[src/rtl/scb_pkg.sv]
// Shared types and helpers for the multi-pipe scoreboard: the tracking-cell
// record, the empty micro-op code and the per-pipe latency lookup.
package scb_pkg;

   localparam int W_RD_C   = 5;
   localparam int W_UOP_C  = 6;
   localparam int W_LAT_C  = 3;
   localparam int W_AGE_C  = 4;
   localparam int W_PIPE_C = 1;

   // Micro-op code that marks an empty issue slot.
   localparam logic [W_UOP_C-1:0] unused_op = {W_UOP_C{1'b1}};

   // Pipe index reported on the write-back port when nothing is offered.
   localparam logic [W_PIPE_C-1:0] V_unpip = {W_PIPE_C{1'b0}};

   typedef struct packed {
      logic                valid;
      logic [W_PIPE_C-1:0] pipe;
      logic [W_RD_C-1:0]   rd;
      logic [W_LAT_C-1:0]  count;
      logic [W_AGE_C-1:0]  age;
   } cell_t;

   // Pull one pipe's latency out of the packed latency vector.
   function automatic logic [W_LAT_C-1:0] lat_of(input logic [31:0] p_lat, input int pipe);
      return p_lat[pipe*W_LAT_C +: W_LAT_C];
   endfunction

endpackage

[src/rtl/scb_cell.sv]
// One scoreboard tracking cell: holds an in-flight micro-op, counts it down
// to completion and ages it so the oldest finished result drains first.
module scb_cell
   import scb_pkg::*;
(
   input  logic                clk_i,
   input  logic                rst_i,
   input  logic                clr_i,
   input  logic                ins_i,
   input  logic [W_PIPE_C-1:0] ins_pipe_i,
   input  logic [W_RD_C-1:0]   ins_rd_i,
   input  logic [W_LAT_C-1:0]  ins_count_i,
   input  logic                free_i,
   output logic                valid_o,
   output logic [W_PIPE_C-1:0] pipe_o,
   output logic [W_RD_C-1:0]   rd_o,
   output logic [W_AGE_C-1:0]  age_o,
   output logic                ready_o
);

   cell_t cell_q;
   cell_t cell_d;

   // Next cell state: flush and write-back win over insert; a live cell
   // counts down to zero and ages with saturation while it waits.
   always_comb begin
      cell_d = cell_q;
      if (clr_i) begin
         cell_d = '0;
      end else if (free_i) begin
         cell_d = '0;
      end else if (ins_i && !cell_q.valid) begin
         cell_d.valid = 1'b1;
         cell_d.pipe  = ins_pipe_i;
         cell_d.rd    = ins_rd_i;
         cell_d.count = ins_count_i;
         cell_d.age   = '0;
      end else if (cell_q.valid) begin
         if (cell_q.count != '0) begin
            cell_d.count = cell_q.count - 1'b1;
         end else begin
            cell_d.count = cell_q.count;
         end
         if (cell_q.age != '1) begin
            cell_d.age = cell_q.age + 1'b1;
         end else begin
            cell_d.age = cell_q.age;
         end
      end else begin
         cell_d = cell_q;
      end
   end

   // Cell register with synchronous reset.
   always_ff @(posedge clk_i) begin
      if (rst_i) begin
         cell_q <= '0;
      end else begin
         cell_q <= cell_d;
      end
   end

   assign valid_o = cell_q.valid;
   assign pipe_o  = cell_q.pipe;
   assign rd_o    = cell_q.rd;
   assign age_o   = cell_q.age;
   assign ready_o = cell_q.valid && (cell_q.count == '0);

endmodule

[src/rtl/scb_multi.sv]
// Multi-pipe scoreboard top: picks at most one issuing pipe per cycle, drops
// it into the lowest free cell, tracks destination-busy registers and offers
// finished results to write-back oldest first.
module scb_multi #(
   parameter int                           W_PA_REG   = 5,
   parameter int                           W_PD_UOPS  = 6,
   parameter logic [W_PD_UOPS-1:0]         unused_op  = {W_PD_UOPS{1'b1}},
   parameter int                           S_amt_pip  = 2,
   parameter int                           S_amt_cell = 8,
   parameter int                           W_lat      = 3,
   parameter logic [S_amt_pip*W_lat-1:0]   P_lat      = {3'd4, 3'd1},
   parameter int                           W_age      = 4,
   parameter int                           W_sel      = (S_amt_pip > 1) ? $clog2(S_amt_pip) : 1
) (
   input  logic                            clk,
   input  logic                            rst,
   input  logic [S_amt_pip*W_PD_UOPS-1:0]  CDI_PD_uops,
   input  logic [S_amt_pip*W_PA_REG-1:0]   CDI_PD_rd,
   input  logic [W_sel-1:0]                CDI_PC_odr,
   output logic [S_amt_pip-1:0]            CDO_PC_accept,
   output logic                            CDO_PC_full,
   output logic [(2**W_PA_REG)-1:0]        CDO_PC_busy,
   output logic                            CDO_PC_wbvalid,
   output logic [W_PA_REG-1:0]             CDO_PC_rd,
   output logic [W_sel-1:0]                CDO_PC_selwb,
   input  logic                            CDI_PC_wbready,
   input  logic                            CFI_PC_clear
);

   import scb_pkg::*;

   localparam int W_cidx = $clog2(S_amt_cell);

   logic [S_amt_cell-1:0]    valid_s;
   logic [S_amt_cell-1:0]    ready_s;
   logic [W_sel-1:0]         pipe_s   [S_amt_cell];
   logic [W_PA_REG-1:0]      crd_s    [S_amt_cell];
   logic [W_age-1:0]         age_s    [S_amt_cell];
   logic [W_age+W_cidx:0]    key_s    [S_amt_cell];
   logic [S_amt_cell-1:0]    ins_s;
   logic [S_amt_cell-1:0]    free_s;

   logic [W_PD_UOPS-1:0]     uop_s    [S_amt_pip];
   logic [W_PA_REG-1:0]      prd_s    [S_amt_pip];
   logic [S_amt_pip-1:0]     elig_s;
   logic [W_sel-1:0]         sel_s;
   logic                     any_s;
   logic [W_lat-1:0]         ins_count_s;

   logic                     full_s;
   logic [(2**W_PA_REG)-1:0] busy_s;
   logic [W_cidx-1:0]        free_idx_s;
   logic [W_age+W_cidx:0]    best_key_s;
   logic [W_cidx-1:0]        best_idx_s;
   logic                     offer_s;

   assign full_s      = &valid_s;
   assign ins_count_s = lat_of(32'(P_lat), int'(sel_s)) - 1'b1;
   assign offer_s     = best_key_s[W_age+W_cidx] && !CFI_PC_clear;

   for (genvar p = 0; p < S_amt_pip; p++) begin : g_pipe
      assign uop_s[p]  = CDI_PD_uops[p*W_PD_UOPS +: W_PD_UOPS];
      assign prd_s[p]  = CDI_PD_rd[p*W_PA_REG +: W_PA_REG];
      assign elig_s[p] = (uop_s[p] != unused_op) && !busy_s[prd_s[p]]
                         && !full_s && !CFI_PC_clear;
   end

   for (genvar g = 0; g < S_amt_cell; g++) begin : g_cell
      assign ins_s[g]  = any_s && (free_idx_s == W_cidx'(g));
      assign free_s[g] = offer_s && CDI_PC_wbready && (best_idx_s == W_cidx'(g));
      // Ready dominates, then age; inverted index makes lower cells win ties.
      assign key_s[g]  = {ready_s[g], age_s[g], ~W_cidx'(g)};

      scb_cell u_cell (
         .clk_i       (clk),
         .rst_i       (rst),
         .clr_i       (CFI_PC_clear),
         .ins_i       (ins_s[g]),
         .ins_pipe_i  (sel_s),
         .ins_rd_i    (prd_s[sel_s]),
         .ins_count_i (ins_count_s),
         .free_i      (free_s[g]),
         .valid_o     (valid_s[g]),
         .pipe_o      (pipe_s[g]),
         .rd_o        (crd_s[g]),
         .age_o       (age_s[g]),
         .ready_o     (ready_s[g])
      );
   end

   // Destination-busy vector from registered cell contents only.
   always_comb begin
      busy_s = '0;
      for (int c = 0; c < S_amt_cell; c++) begin
         if (valid_s[c]) begin
            busy_s[crd_s[c]] = 1'b1;
         end else begin
            busy_s = busy_s;
         end
      end
   end

   // Lowest-index free cell; only meaningful while not full.
   always_comb begin
      free_idx_s = '0;
      for (int c = S_amt_cell - 1; c >= 0; c--) begin
         if (!valid_s[c]) begin
            free_idx_s = W_cidx'(c);
         end else begin
            free_idx_s = free_idx_s;
         end
      end
   end

   // Issue pick: preferred pipe if it may issue, else the lowest eligible one.
   always_comb begin
      sel_s = '0;
      any_s = 1'b0;
      for (int p = S_amt_pip - 1; p >= 0; p--) begin
         if (elig_s[p]) begin
            sel_s = W_sel'(p);
            any_s = 1'b1;
         end else begin
            sel_s = sel_s;
            any_s = any_s;
         end
      end
      if ((int'(CDI_PC_odr) < S_amt_pip) && elig_s[CDI_PC_odr]) begin
         sel_s = CDI_PC_odr;
      end else begin
         sel_s = sel_s;
      end
   end

   // One-hot accept for the picked pipe.
   always_comb begin
      CDO_PC_accept = '0;
      if (any_s) begin
         CDO_PC_accept[sel_s] = 1'b1;
      end else begin
         CDO_PC_accept = '0;
      end
   end

   // Oldest-ready arbitration as a max-finder over the cell keys.
   always_comb begin
      best_key_s = key_s[0];
      best_idx_s = '0;
      for (int c = 1; c < S_amt_cell; c++) begin
         if (key_s[c] > best_key_s) begin
            best_key_s = key_s[c];
            best_idx_s = W_cidx'(c);
         end else begin
            best_key_s = best_key_s;
            best_idx_s = best_idx_s;
         end
      end
   end

   // Write-back offer; destination and pipe read as zero when idle.
   always_comb begin
      CDO_PC_wbvalid = offer_s;
      CDO_PC_full    = full_s;
      CDO_PC_busy    = busy_s;
      if (offer_s) begin
         CDO_PC_rd    = crd_s[best_idx_s];
         CDO_PC_selwb = pipe_s[best_idx_s];
      end else begin
         CDO_PC_rd    = '0;
         CDO_PC_selwb = V_unpip;
      end
   end

endmodule

[config.mk]
export PLATFORM = sky130hd
export DESIGN_NAME = scb_multi
export DESIGN_NICKNAME = d
export VERILOG_FILES = /design/src/rtl/scb_pkg.sv /design/src/rtl/scb_cell.sv /design/src/rtl/scb_multi.sv
export SDC_FILE = /design/constraint.sdc
export NUM_CORES = 1
export LEC_CHECK = 0
export BUFFER_PORTS_ARGS = -buffer_cell sky130_fd_sc_hd__buf_2
export CORE_MARGIN = 2
export CORE_UTILIZATION = 40
export CTS_BUF_LIST = sky130_fd_sc_hd__clkbuf_4 sky130_fd_sc_hd__clkbuf_8
export DETAILED_ROUTE_END_ITERATION = 10
export GPL_TIMING_DRIVEN = 0
export PLACE_DENSITY = 0.67
export SLEW_MARGIN = 40
export SYNTH_ARGS = -nofsm -noshare
export SYNTH_HDL_FRONTEND = slang
export SYNTH_SLANG_ARGS = --single-unit
[constraint.sdc]
create_clock -name clk -period 19.8 [get_ports clk]
set_input_delay 1.98 -clock clk [delete_from_list [all_inputs] [get_ports clk]]
set_output_delay 1.98 -clock clk [all_outputs]
set_load 0.1 [all_outputs]
# Word level (Yosys, flattened, before mapping)
# Index checks and enable logic that the tools add are counted.
[totals]
register_bits = 112
mem_bits_rw = 0
wordCells = 352
latchBits = 0
memories = 0
rom_bits = 0
out_inout_bits = 42
inputBits = 27
[op_classes]
bitwise_logic = 9
addsub = 17
div_mod_pow = 0
multipliers = 1
muxes = 102
magnitude_cmp = 30
shifts = 1
reduce_logical = 128
eq_ne = 24
[op_table]
columns = ["cell", "count"]
rows = [
  ["32-bit two-way mux", 8],
  ["32-bit bitwise OR", 7],
  ["7-bit two-way mux", 16],
  ["3-bit two-way mux", 22],
  ["5-bit by 6-bit < comparator with 1-bit output (second input constant)", 10],
  ["8-bit greater-than comparator", 7],
  ["8-bit two-way mux", 7],
  ["1-bit logical AND", 49],
  ["1-bit demux with 5-bit select", 8],
  ["5-bit by 1-bit greater-or-equal comparator with 1-bit output (second input constant)", 8],
  ["4-bit by 1-bit adder with 4-bit output (second input constant)", 8],
  ["4-bit two-way mux", 8],
  ["4-bit inequality test (second input constant)", 8],
  ["2-bit AND reduction", 16],
  ["2-bit nonzero test", 16],
  ["4-bit OR reduction", 8],
  ["32-bit by 4-bit indexed part select with 3-bit output (first input constant)", 1],
  ["3-bit zero test", 10],
  ["5-bit two-way mux", 6],
  ["3-bit by 1-bit subtractor with 3-bit output (second input constant)", 9],
  ["3-bit equality test (second input constant)", 8],
  ["3-bit nonzero test", 8],
  ["3-bit OR reduction", 8],
  ["1-bit two-way mux", 21],
  ["other kinds (17)", 35],
]

# Logic depth before layout (Yosys ltp)
# Gate-level depths: netlist of run 1.
[depth]
depth_word = 33
ltp_mapped = 72
mapped_depth_nobuf = 65

# Hierarchy
# From an unflattened synthesis of run 1, not the netlist that was laid out.
[unflattened]
hier_cells = 1413
hier_area_um2 = 10744.1
[modules_own_cells]
columns = ["mod", "area_per_inst_um2", "cells_each", "seq_area_each_um2", "n_inst"]
rows = [
  ["scb_cell", 747.0, 88, 280.3, 8],
  ["scb_multi", 4768.3, 709, 0.0, 1],
]

# Worst setup path before layout of run 1
# Ideal clock, no wire load.
[synth_path]
path_kind = "reg-to-output"
from = "register g_cell[1].u_cell.cell_q[4] (netlist bit)"
to = "output port CDO_PC_rd[1]"
n_path_buf = 6
path_stages_with_launch = 63
slack_ps = 4169
t_required_ps = 17820
t_arrival_ps = 13651
cell_sequence = "dfxtp_1 -> inv_1 -> ha_1 -> ha_1 -> and2_1 -> ha_1 -> a21oi_2 -> nand2_1 -> nor2_1 -> a21oi_1 -> ha_1 -> inv_1 -> nand3_1 -> o21bai_2 -> and2_1 -> clkbuf_1 -> a21oi_1 -> inv_1 -> (+27 left out) -> a21oi_1 -> nor2b_1 -> o21ai_0 -> nand2b_1 -> a21oi_1 -> clkbuf_1 -> mux2_2 -> ha_1 -> a21oi_1 -> nor2b_1 -> o21ai_0 -> nand2b_1 -> a21oi_1 -> nand2_1 -> or3_1 -> nor4_2 -> o221ai_1 -> o31ai_1"
[synth_via]
elab_chain_len = 21
word_cells_on_any_way = 29
cone_classes = "order compare: 7; mux: 18; bitwise: 1; reduce/logical: 3"
[synth_rtl]
columns = ["item", "line_no", "rtl"]
rows = [
  ["from (decl)", "scb_cell.sv:21", "cell_t cell_q;"],
  ["from (signal assigned)", "scb_cell.sv:59", "cell_q <= cell_d;"],
  ["3-bit zero test *", "scb_cell.sv:67", "assign ready_o = cell_q.valid && (cell_q.count == '0);"],
  ["1-bit logical AND *", "scb_cell.sv:67", ""],
  ["8-bit greater-than comparator", "scb_multi.sv:150", "if (key_s[c] > best_key_s) begin"],
  ["8-bit two-way mux", "scb_multi.sv:150", ""],
  ["8-bit greater-than comparator", "scb_multi.sv:150", ""],
  ["8-bit two-way mux", "scb_multi.sv:150", ""],
  ["8-bit greater-than comparator", "scb_multi.sv:150", ""],
  ["8-bit two-way mux", "scb_multi.sv:150", ""],
  ["(+4 left out)", "-", ""],
  ["8-bit greater-than comparator", "scb_multi.sv:150", ""],
  ["8-bit two-way mux", "scb_multi.sv:150", ""],
  ["8-bit greater-than comparator", "scb_multi.sv:150", ""],
  ["3-bit two-way mux", "scb_multi.sv:150", ""],
  ["3-bit NOT with 4-bit output (implied by the code)", "scb_multi.sv:166", "CDO_PC_rd = crd_s[best_idx_s];"],
  ["5-bit binary-select mux with 3-bit select", "scb_multi.sv:166", ""],
  ["5-bit two-way mux (implied by the code) (2 in series)", "scb_multi.sv:166", ""],
  ["5-bit two-way mux *", "scb_multi.sv:165", "if (offer_s) begin"],
  ["to (decl)", "scb_multi.sv:24", "output logic [W_PA_REG-1:0] CDO_PC_rd,"],
]
# Every way passes the cells marked *; elsewhere a longest branch is shown, timed or not. The select of a mux whose other input is x is not followed.

# Final worst setup path of run 1
[layout_path]
from = "register g_cell[1].u_cell.cell_q[4] (netlist bit)"
to = "output port CDO_PC_rd[4]"
# The elaborated chain is that of the path after synthesis.

==> impl_metrics.ini, run 1 <==
[status]
run_status = finished, final reports clean

[cts]
clkTransAtPathRegs_ns = 0.11
cts_tree = yes
clockRootBuffer = clkbuf_8
cts_resized = 0
ctsHoldBuffers = 0
clk_latency_ns = 0.40
cts.sinks = 112
cts_buffers = 9
postCtsSetupBuffers = 0
cts_buffer_depth = 2
htreeDepth = 3

[global_route]
grt_first_pass_wirelength_um = 51700
grt_use_total_pct = 26.5
overflow = 0
antenna_found_initial = 0
grt_pass1_vias = 9358
grt_max_degree = 21

[timing]
setup_violations = 0
finClkSkew_ns = 0.0182
post-route-min-period_ns = 17.42
grt_setup_unrepaired = false
setup_tns_ns = 0
hold_viol = 0
relSlewSlack_pct = 49.1
tightestPinTransition_ns = 0.764
fin_crit_sh_pct = 88.0
slew_violations = 0
fmax_mhz = 57.4

[synth]
synth_edf_count = 0
synth_cells = 1257
avgSynthCellArea_um2 = 7.59
syn_area_um2 = 9540
synth_warnings = 0
synth_top_area_share_pct = 23.5
synthTopCellsByArea = dfxtp_1, o22ai_1, nor2_1, ha_1, mux2i_1
ys_ff_latch = 112
async_flop_share_pct = 0
ys_types = 76
synth_nets = 1331
yosys_most_used_dff = dfxtp_1
synth_top_area_cell = dfxtp_1
yosysSeqAreaShare_pct = 23.5

[die]
dieArea_um2 = 25100
pin_count = 69
fp.dieH_um = 158
num_rows = 56
core_area_um2 = 23500
die_x_um = 158
initial_core_util_pct = 40.6

[layout]
fin_area_um2 = 10400
drive_above_1_share_pct = 11.8
final_common_cell = nor2_1
final_cell_mix = nor2_1, o22ai_1, dfxtp_1, nand2_1, buf_2
fin_cells = 1655
nets = 1405
nFillCells = 2427
syn_to_final_growth_pct = 9.50
antennaDiodeCount = 0

[power_and_ir_drop]
power.density_nw_per_um2 = 40.5
power.switching_mw = 0.129
p_comb_share_pct = 14.3
p_int_mw = 0.294
p_seq_share_pct = 53.8
total_power_mw = 0.423
clkPwrFrac_pct = 31.8
switching_share_pct = 30.6
irDropWorstVdd_v = 0.0000340
p_leak_nw = 3.75

[setup_path]
crit_path_end_kind = output port
r2r_cells = 65
cp_common_cell = ha_1
worstSetupStartpoint = g_cell[1].u_cell.cell_q[4]
cp.required_ns = 17.82
slowest_delay_ns = 0.56
worst-setup-path-type = flop to output port
crit_fanout = 10
arrival_ns = 15.44
slowest_stage = nor4_2
critPathLaunchType = flop
r2r-start = g_cell[1].u_cell.cell_q[4]

[placed_design]
place_hpwl_um = 25400
gp_congestion = 0.989
dp_cells = 1639
numPortBuffers = 63
placed_area_um2 = 10300

[worst_hold_path]
hold_depth = 2
hold_class = flop to flop
min_from = g_cell[7].u_cell.pipe_o

[routing]
wl_met1_um = 14400
routed.top_layer = met4
wl_met3_um = 3680
ant_nets = 0
vias = 10400
drc_errors = 0
wl_met2_um = 14600
detailedRoute.firstIterationViolations = 1198
wl_per_cell_um = 20.4
routed_wirelength_um = 33800
vias_per_cell = 6.31
drt_first_pass_iters = 8

[job]
cap_viol_max_count = 0
==> synth_stat cells (7+ instances only) <==
cell type,count
and2_1,15
nor4_1,14
or3b_2,11
xnor2_1,12
buf_2,12
nand2b_1,23
a21o_1,8
clkbuf_1,55
xor2_1,9
nor2b_1,10
o211ai_1,10
nor2_1,163
or3_1,21
nor3_1,29
o22ai_1,123
or2_2,7
o21ai_0,36
a21oi_1,46
a211oi_1,7
nand2_1,95
mux4_2,20
nand4_1,11
dfxtp_1,112
nand3b_1,33
nand3_1,41
inv_1,61
buf_1,7
a31oi_1,24
or4_1,23
ha_1,47
mux2i_1,57
==> layout make-up <==
type / count / area [um^2] / share of cell area (%)
Timing Repair Buffer: 63 / 315 / 3.02
Tap cell: 319 / 399 / 3.82
Inverter: 61 / 229 / 2.19
Clock inverter: 7 / 60.1 / 0.575
Buffer: 81 / 344 / 3.29
Sequential cell: 112 / 2240 / 21.5
Multi-Input combinational cell: 1003 / 6730 / 64.4
Clock buffer: 9 / 124 / 1.19
==> per-stage QoR <==
step,hold WS [ns],utilization (%),setup WS [ns]
floorplan,0.437,-,4.17
global placement,0.444,43.7,3.15
detailed placement,0.447,43.7,2.99
CTS,0.463,44.5,2.46
global route,0.506,44.5,1.15
finish,0.467,44.5,2.38
==> state kept, by name, indices dropped and copies added (netlist names) <==
signal                 count
g_cell.u_cell.rd_o        40
g_cell.u_cell.age_o       32
g_cell.u_cell.cell_q      24
g_cell.u_cell.pipe_o       8
g_cell.u_cell.valid_o      8
==> worst paths after layout <==
path                                                   end  slack (ns)
worst max-delay path                          CDO_PC_rd[4]        2.38
worst min-delay path               g_cell[7].u_cell.pipe_o        0.47
worst max register to register  g_cell[3].u_cell.cell_q[5]        4.98
worst min register to register     g_cell[7].u_cell.pipe_o        0.47
==> cell families (layout without fill, tap and decap cells) <==
family | after synthesis | in the layout | share of synthesized area (%)
XOR/XNOR | 21 | 21 | 1.93
buffers and inverters | 142 | 221 | 6.01
AND/OR/NAND/NOR | 522 | 522 | 28.3
multiplexers | 82 | 82 | 11.3
AO/OA/AOI/OAI | 330 | 330 | 22.7
adder cells (fa/ha/maj) | 48 | 48 | 6.28
flip-flops | 112 | 112 | 23.5
==> power by group through the flow <==
stage | registers (mW) | logic (mW) | clock network (mW)
final | 0.228 | 0.0606 | 0.135
after detailed placement | 0.233 | 0.0595 | 0
after floorplan | 0.232 | 0.0425 | 0
after CTS | 0.228 | 0.0597 | 0.140
after global placement | 0.233 | 0.0589 | 0
after global routing | 0.228 | 0.0651 | 0.147
==> critical path: cells and delay by family, from the launching register on <==
kind	cells	cell delay [ns]
and+or+nand+nor	19	3.88
muxes	3	1.03
adders and majority gates	9	2.27
DFF	1	0.32
buffers and inverters	13	2.63
AOI/OAI and AO/OA	20	4.91
==> per-layer routing <==
layer / GRT usage, % / vias to the layer above
met5: 0 / -
met4: 10.3 / 0
met3: 6.18 / 113
met2: 40.6 / 614
met1: 36.1 / 4843
li1: - / 4866
Power figures use the tool's default switching activity.
==> inputs of run 2 (changes only) <==
--- a/config.mk
+++ b/config.mk
@@ -6,7 +6,6 @@
 export NUM_CORES = 1
 export LEC_CHECK = 0
 export BUFFER_PORTS_ARGS = -buffer_cell sky130_fd_sc_hd__buf_2
-export CORE_MARGIN = 2
 export CORE_UTILIZATION = 40
 export CTS_BUF_LIST = sky130_fd_sc_hd__clkbuf_4 sky130_fd_sc_hd__clkbuf_8
 export DETAILED_ROUTE_END_ITERATION = 10
==> run 2 against run 1 <==
Against the previous run:
- non-clock buffer count is the same
- clock power about the same
- global-route usage rose by 2.0 points
- die area is 2.5% lower
- critical endpoint unchanged
==> impl_metrics.ini, run 2 (synthesis results as in run 1) <==
[timing]
fmax_mhz = 56.7
slew_violations = 0
setup_ws_ns = 2.18
relSlewSlack_pct = 45.0
setup_violations = 0
setup_tns_ns = 0
hold_viol = 0
post-route-min-period_ns = 17.62
tightestPinTransition_ns = 0.818
finClkSkew_ns = 0.00967
fin_crit_sh_pct = 89.0
grt_setup_unrepaired = false

[setup_path]
timing.rr.end = g_cell[3].u_cell.rd_o[4]
crit_path_end_kind = output port
reg2reg_slack_ns = 4.88
crit_fanout = 10
r2r-start = g_cell[1].u_cell.cell_q[4]
slowest_stage = nor4_2
cp_common_cell = ha_1
r2r_cells = 65
slowest_delay_ns = 0.62
worst-setup-path-type = flop to output port
cp.required_ns = 17.82
arrival_ns = 15.64
critPathLaunchType = flop

[cts]
cts_buffers = 9
cts.sinks = 112
ctsHoldBuffers = 0
clockRootBuffer = clkbuf_8
htreeDepth = 3
clkTransAtPathRegs_ns = 0.11
cts_resized = 0
cts_tree = yes
cts_buffer_depth = 2
postCtsSetupBuffers = 0
clk_latency_ns = 0.40

[global_route]
antenna_found_initial = 0
grt_use_total_pct = 28.5
grt_first_pass_wirelength_um = 53800
overflow = 0
grt_pass1_vias = 9610
grt_max_degree = 20

[die]
initial_core_util_pct = 40.8
num_rows = 56
dieArea_um2 = 24500
fp.dieH_um = 156
core_area_um2 = 23400
die_x_um = 156
pin_count = 69

[routing]
detailedRoute.firstIterationViolations = 1272
wl_per_cell_um = 21.2
vias_per_cell = 6.35
drt_first_pass_iters = 8
routed_wirelength_um = 35100
vias = 10500
ant_nets = 0
drc_errors = 0

[layout]
largest_reg_flops = 40
drive_above_1_share_pct = 11.8
nFillCells = 2446
nets = 1405
fin_cells = 1655
final_cell_mix = nor2_1, o22ai_1, dfxtp_1, nand2_1, buf_2
antennaDiodeCount = 0
final_core_util_pct = 44.6
syn_to_final_growth_pct = 9.45
final_common_cell = nor2_1

[job]
cap_viol_max_count = 0

[placed_design]
numPortBuffers = 63
gp_congestion = 1.04
place_hpwl_um = 25900
pre_cts_ws_ns = 2.87
dp_cells = 1639

[power_and_ir_drop]
power.density_nw_per_um2 = 40.3
p_leak_nw = 3.74
irDropWorstVdd_v = 0.0000277

[worst_hold_path]
hold_depth = 2
min_from = g_cell[7].u_cell.pipe_o
hold_class = flop to flop
holdPathEnd = g_cell[7].u_cell.pipe_o

[status]
run_status = finished, final reports clean
[run 2: final cells by class]
cell class / instances / area (um^2) / share of cell area (%)
well taps: 319 / 399 / 3.82
flip-flops and latches: 112 / 2240 / 21.5
multi-input cells: 1003 / 6730 / 64.5
inverters: 61 / 229 / 2.19
repair buffers: 63 / 315 / 3.02
clock inverters: 7 / 55.1 / 0.527
clock buffers: 9 / 124 / 1.19
plain buffers: 81 / 344 / 3.30
[run 2: routing by layer]
metal  track usage [%]  share of wire, %  vias to the layer above
li1                  -                 -                     4861
met1              38.4                43                     4932
met2              44.0                43                      615
met3              7.62                11                      109
met4              8.78               3.1                        0
met5             0.621                 0                        -
[run 2: worst max-delay path, delay by kind of cell, from the launching register on]
family / cells / cell delay [ns]
buffers and inverters: 13 / 2.69
flip-flops: 1 / 0.33
multiplexers: 3 / 1.08
AND/OR/NAND/NOR: 19 / 3.82
AO/OA/AOI/OAI: 20 / 5.02
adder cells (fa/ha/maj): 9 / 2.30
[run 2: worst max path at each step]
stage                                          start            to  slack (ns)  depth (start not counted)
after global placement    g_cell[1].u_cell.cell_q[4]  CDO_PC_rd[4]        3.14                         64
final                     g_cell[1].u_cell.cell_q[4]  CDO_PC_rd[4]        2.18                         64
after CTS                 g_cell[1].u_cell.cell_q[4]  CDO_PC_rd[4]        2.38                         64
after detailed placement  g_cell[1].u_cell.cell_q[4]  CDO_PC_rd[4]        2.87                         64
after floorplan           g_cell[1].u_cell.cell_q[4]  CDO_PC_rd[1]        4.17                         62
after global routing      g_cell[1].u_cell.cell_q[4]  CDO_PC_rd[4]        0.94                         64
[run 2: report_power, final]
| part | leakage (nW) | switching, mW | internal, mW |
|---|---|---|---|
| Combinational | 2.75 | 0.0427 | 0.0185 |
| Sequential | 0.903 | 0.00103 | 0.226 |
| Clock | 0.0919 | 0.0847 | 0.0474 |
| Total | 3.74 | 0.128 | 0.292 |
[run 2: stage by stage]
stage,total power [mW],hold slack (ns),cell area [um^2]
after floorplan,0.275,0.437,9540
after global placement,0.292,0.444,10300
after detailed placement,0.293,0.455,10300
after CTS,0.423,0.472,10400
after global routing,0.438,0.525,10400
final,0.421,0.475,10400
==> inputs of run 3 (changes only) <==
--- a/config.mk
+++ b/config.mk
@@ -6,11 +6,14 @@
 export NUM_CORES = 1
 export LEC_CHECK = 0
 export BUFFER_PORTS_ARGS = -buffer_cell sky130_fd_sc_hd__buf_2
+export CELL_PAD_IN_SITES_DETAIL_PLACEMENT = 0
+export CELL_PAD_IN_SITES_GLOBAL_PLACEMENT = 1
 export CORE_UTILIZATION = 40
 export CTS_BUF_LIST = sky130_fd_sc_hd__clkbuf_4 sky130_fd_sc_hd__clkbuf_8
+export CTS_CLUSTER_DIAMETER = 200
 export DETAILED_ROUTE_END_ITERATION = 10
 export GPL_TIMING_DRIVEN = 0
-export PLACE_DENSITY = 0.67
+export PLACE_DENSITY = 0.83
 export SLEW_MARGIN = 40
 export SYNTH_ARGS = -nofsm -noshare
 export SYNTH_HDL_FRONTEND = slang
==> run 3 against run 2 <==
Against the previous run:
- clock power is 25% higher
- fmax up 0.60%
- first-iteration DRC count is 7.7% higher
- die area stayed put
- final cell count stayed put
- combinational power barely moved
- non-clock buffer count did not move
- total power increased by 7.7%
- wire length grew 0.23%
- critical path depth did not move
- flip-flop and latch count stayed put
- critical endpoint is now CDO_PC_selwb
==> impl_metrics.ini, run 3 (synthesis results as in run 1) <==
[status]
run_status = finished, final reports clean

[die]
initial_core_util_pct = 40.8
dieArea_um2 = 24500
die_x_um = 156
num_rows = 56
fp.dieH_um = 156
pin_count = 69
core_area_um2 = 23400

[layout]
seq_area_um2 = 2240
multi_input_area_um2 = 6740
largest_reg_flops = 40
drive_above_1_share_pct = 12.0
syn_to_final_growth_pct = 10.1
fin_area_um2 = 10500
antennaDiodeCount = 0
nFillCells = 2442
nets = 1405
final_cell_mix = nor2_1, o22ai_1, dfxtp_1, nand2_1, buf_2
final_common_cell = nor2_1

[power_and_ir_drop]
power.switching_mw = 0.134
power.density_nw_per_um2 = 43.1
p_seq_share_pct = 50.2
p_leak_nw = 3.77
p_int_mw = 0.319
clkPwrFrac_pct = 36.3
p_comb_share_pct = 13.5
total_power_mw = 0.453
switching_share_pct = 29.6
irDropWorstVdd_v = 0.0000418

[timing]
fmax_mhz = 57.1
hold_viol = 0
relSlewSlack_pct = 42.5
post-route-min-period_ns = 17.52
setup_violations = 0
grt_setup_unrepaired = false
fin_crit_sh_pct = 88.5
finClkSkew_ns = 0.0216
tightestPinTransition_ns = 0.851
slew_violations = 0
setup_tns_ns = 0

[global_route]
antenna_found_initial = 0
grt_max_degree = 21
gr-usage-met1_pct = 40.7
grt_first_pass_wirelength_um = 54500
grt.busiest_layer = met2
met2_usage_pct = 43.4
grt_use_total_pct = 29.1
grt_pass1_vias = 9529
gr-usage-met3_pct = 7.81
overflow = 0

[routing]
wl_per_cell_um = 21.2
detailedRoute.firstIterationViolations = 1370
vias = 10400
drt_first_pass_iters = 8
vias_per_cell = 6.28
ant_nets = 0
drc_errors = 0
routed_wirelength_um = 35200

[placed_design]
place_hpwl_um = 26100
placed_area_um2 = 10300
numPortBuffers = 63
gp_congestion = 1.02

[setup_path]
crit_path_end_kind = output port
arrival_ns = 15.54
cp_common_cell = ha_1
critPathLaunchType = flop
slowest_delay_ns = 0.56
cp.required_ns = 17.82
slowest_stage = nor4_2
r2r_cells = 65
crit_fanout = 10
worst-setup-path-type = flop to output port

[cts]
postCtsSetupBuffers = 0
clk_latency_ns = 0.41
htreeDepth = 3
ctsHoldBuffers = 0
cts.sinks = 112
cts_buffers = 9
cts_tree = yes
clockRootBuffer = clkbuf_8
clkTransAtPathRegs_ns = 0.13
cts_resized = 0
cts_buffer_depth = 2

[worst_hold_path]
hold_class = flop to flop
hold_depth = 2

[job]
cap_viol_max_count = 0
run 3: cell count changes in the layout (fill, tap and decap cells not counted), sizes merged:
cell    previous run  this run
clkinv             3         1
bufinv             0         2
run 3: final timing paths:
path                            slack (ns)                        from                         end
worst min-delay path                  0.47     g_cell[7].u_cell.pipe_o     g_cell[7].u_cell.pipe_o
worst min register to register        0.47     g_cell[7].u_cell.pipe_o     g_cell[7].u_cell.pipe_o
worst max-delay path                  2.28  g_cell[1].u_cell.cell_q[4]                CDO_PC_selwb
worst max register to register        4.87  g_cell[1].u_cell.cell_q[4]  g_cell[3].u_cell.cell_q[4]
run 3: layout make-up:
class / count / area share (%)
multi-input cells: 1003 / 64.1
flip-flops and latches: 112 / 21.3
well taps: 319 / 3.80
plain buffers: 81 / 3.29
repair buffers: 63 / 3.00
inverters: 61 / 2.18
clock buffers: 9 / 1.18
clock inverters: 7 / 1.07
run 3: routing by layer:
metal  share of wire (%)  up-vias
met4                 2.8        0
met2                  42      570
met3                  12       95
li1                    -     4851
met1                  44     4879
met5                   0        -
run 3: worst max-delay path, delay by kind of cell, from the launching register on:
family                     cells  cell delay [ns]
and+or+nand+nor               19             3.77
adders and majority gates      9             2.26
buffers and inverters         13             2.68
muxes                          3             1.08
AOI/OAI and AO/OA             20             5.00
DFF                            1             0.33
run 3: per-stage QoR:
| step | hold WS, ns | utilization (%) | setup WS, ns | cells |
|---|---|---|---|---|
| after floorplan | 0.437 | - | 4.17 | 1257 |
| after global placement | 0.443 | 43.8 | 3.04 | 1639 |
| after detailed placement | 0.447 | 43.8 | 2.96 | 1639 |
| after CTS | 0.465 | 44.9 | 2.45 | 1655 |
| after global routing | 0.483 | 44.9 | 0.854 | 1655 |
| final | 0.468 | 44.9 | 2.28 | 1655 |
run 3: power by group through the flow:
stage / clock, mW / sequential (mW) / combinational (mW)
floorplan: 0 / 0.232 / 0.0425
global placement: 0 / 0.233 / 0.0596
detailed placement: 0 / 0.233 / 0.0604
CTS: 0.168 / 0.228 / 0.0606
global route: 0.177 / 0.228 / 0.0660
finish: 0.165 / 0.228 / 0.0611
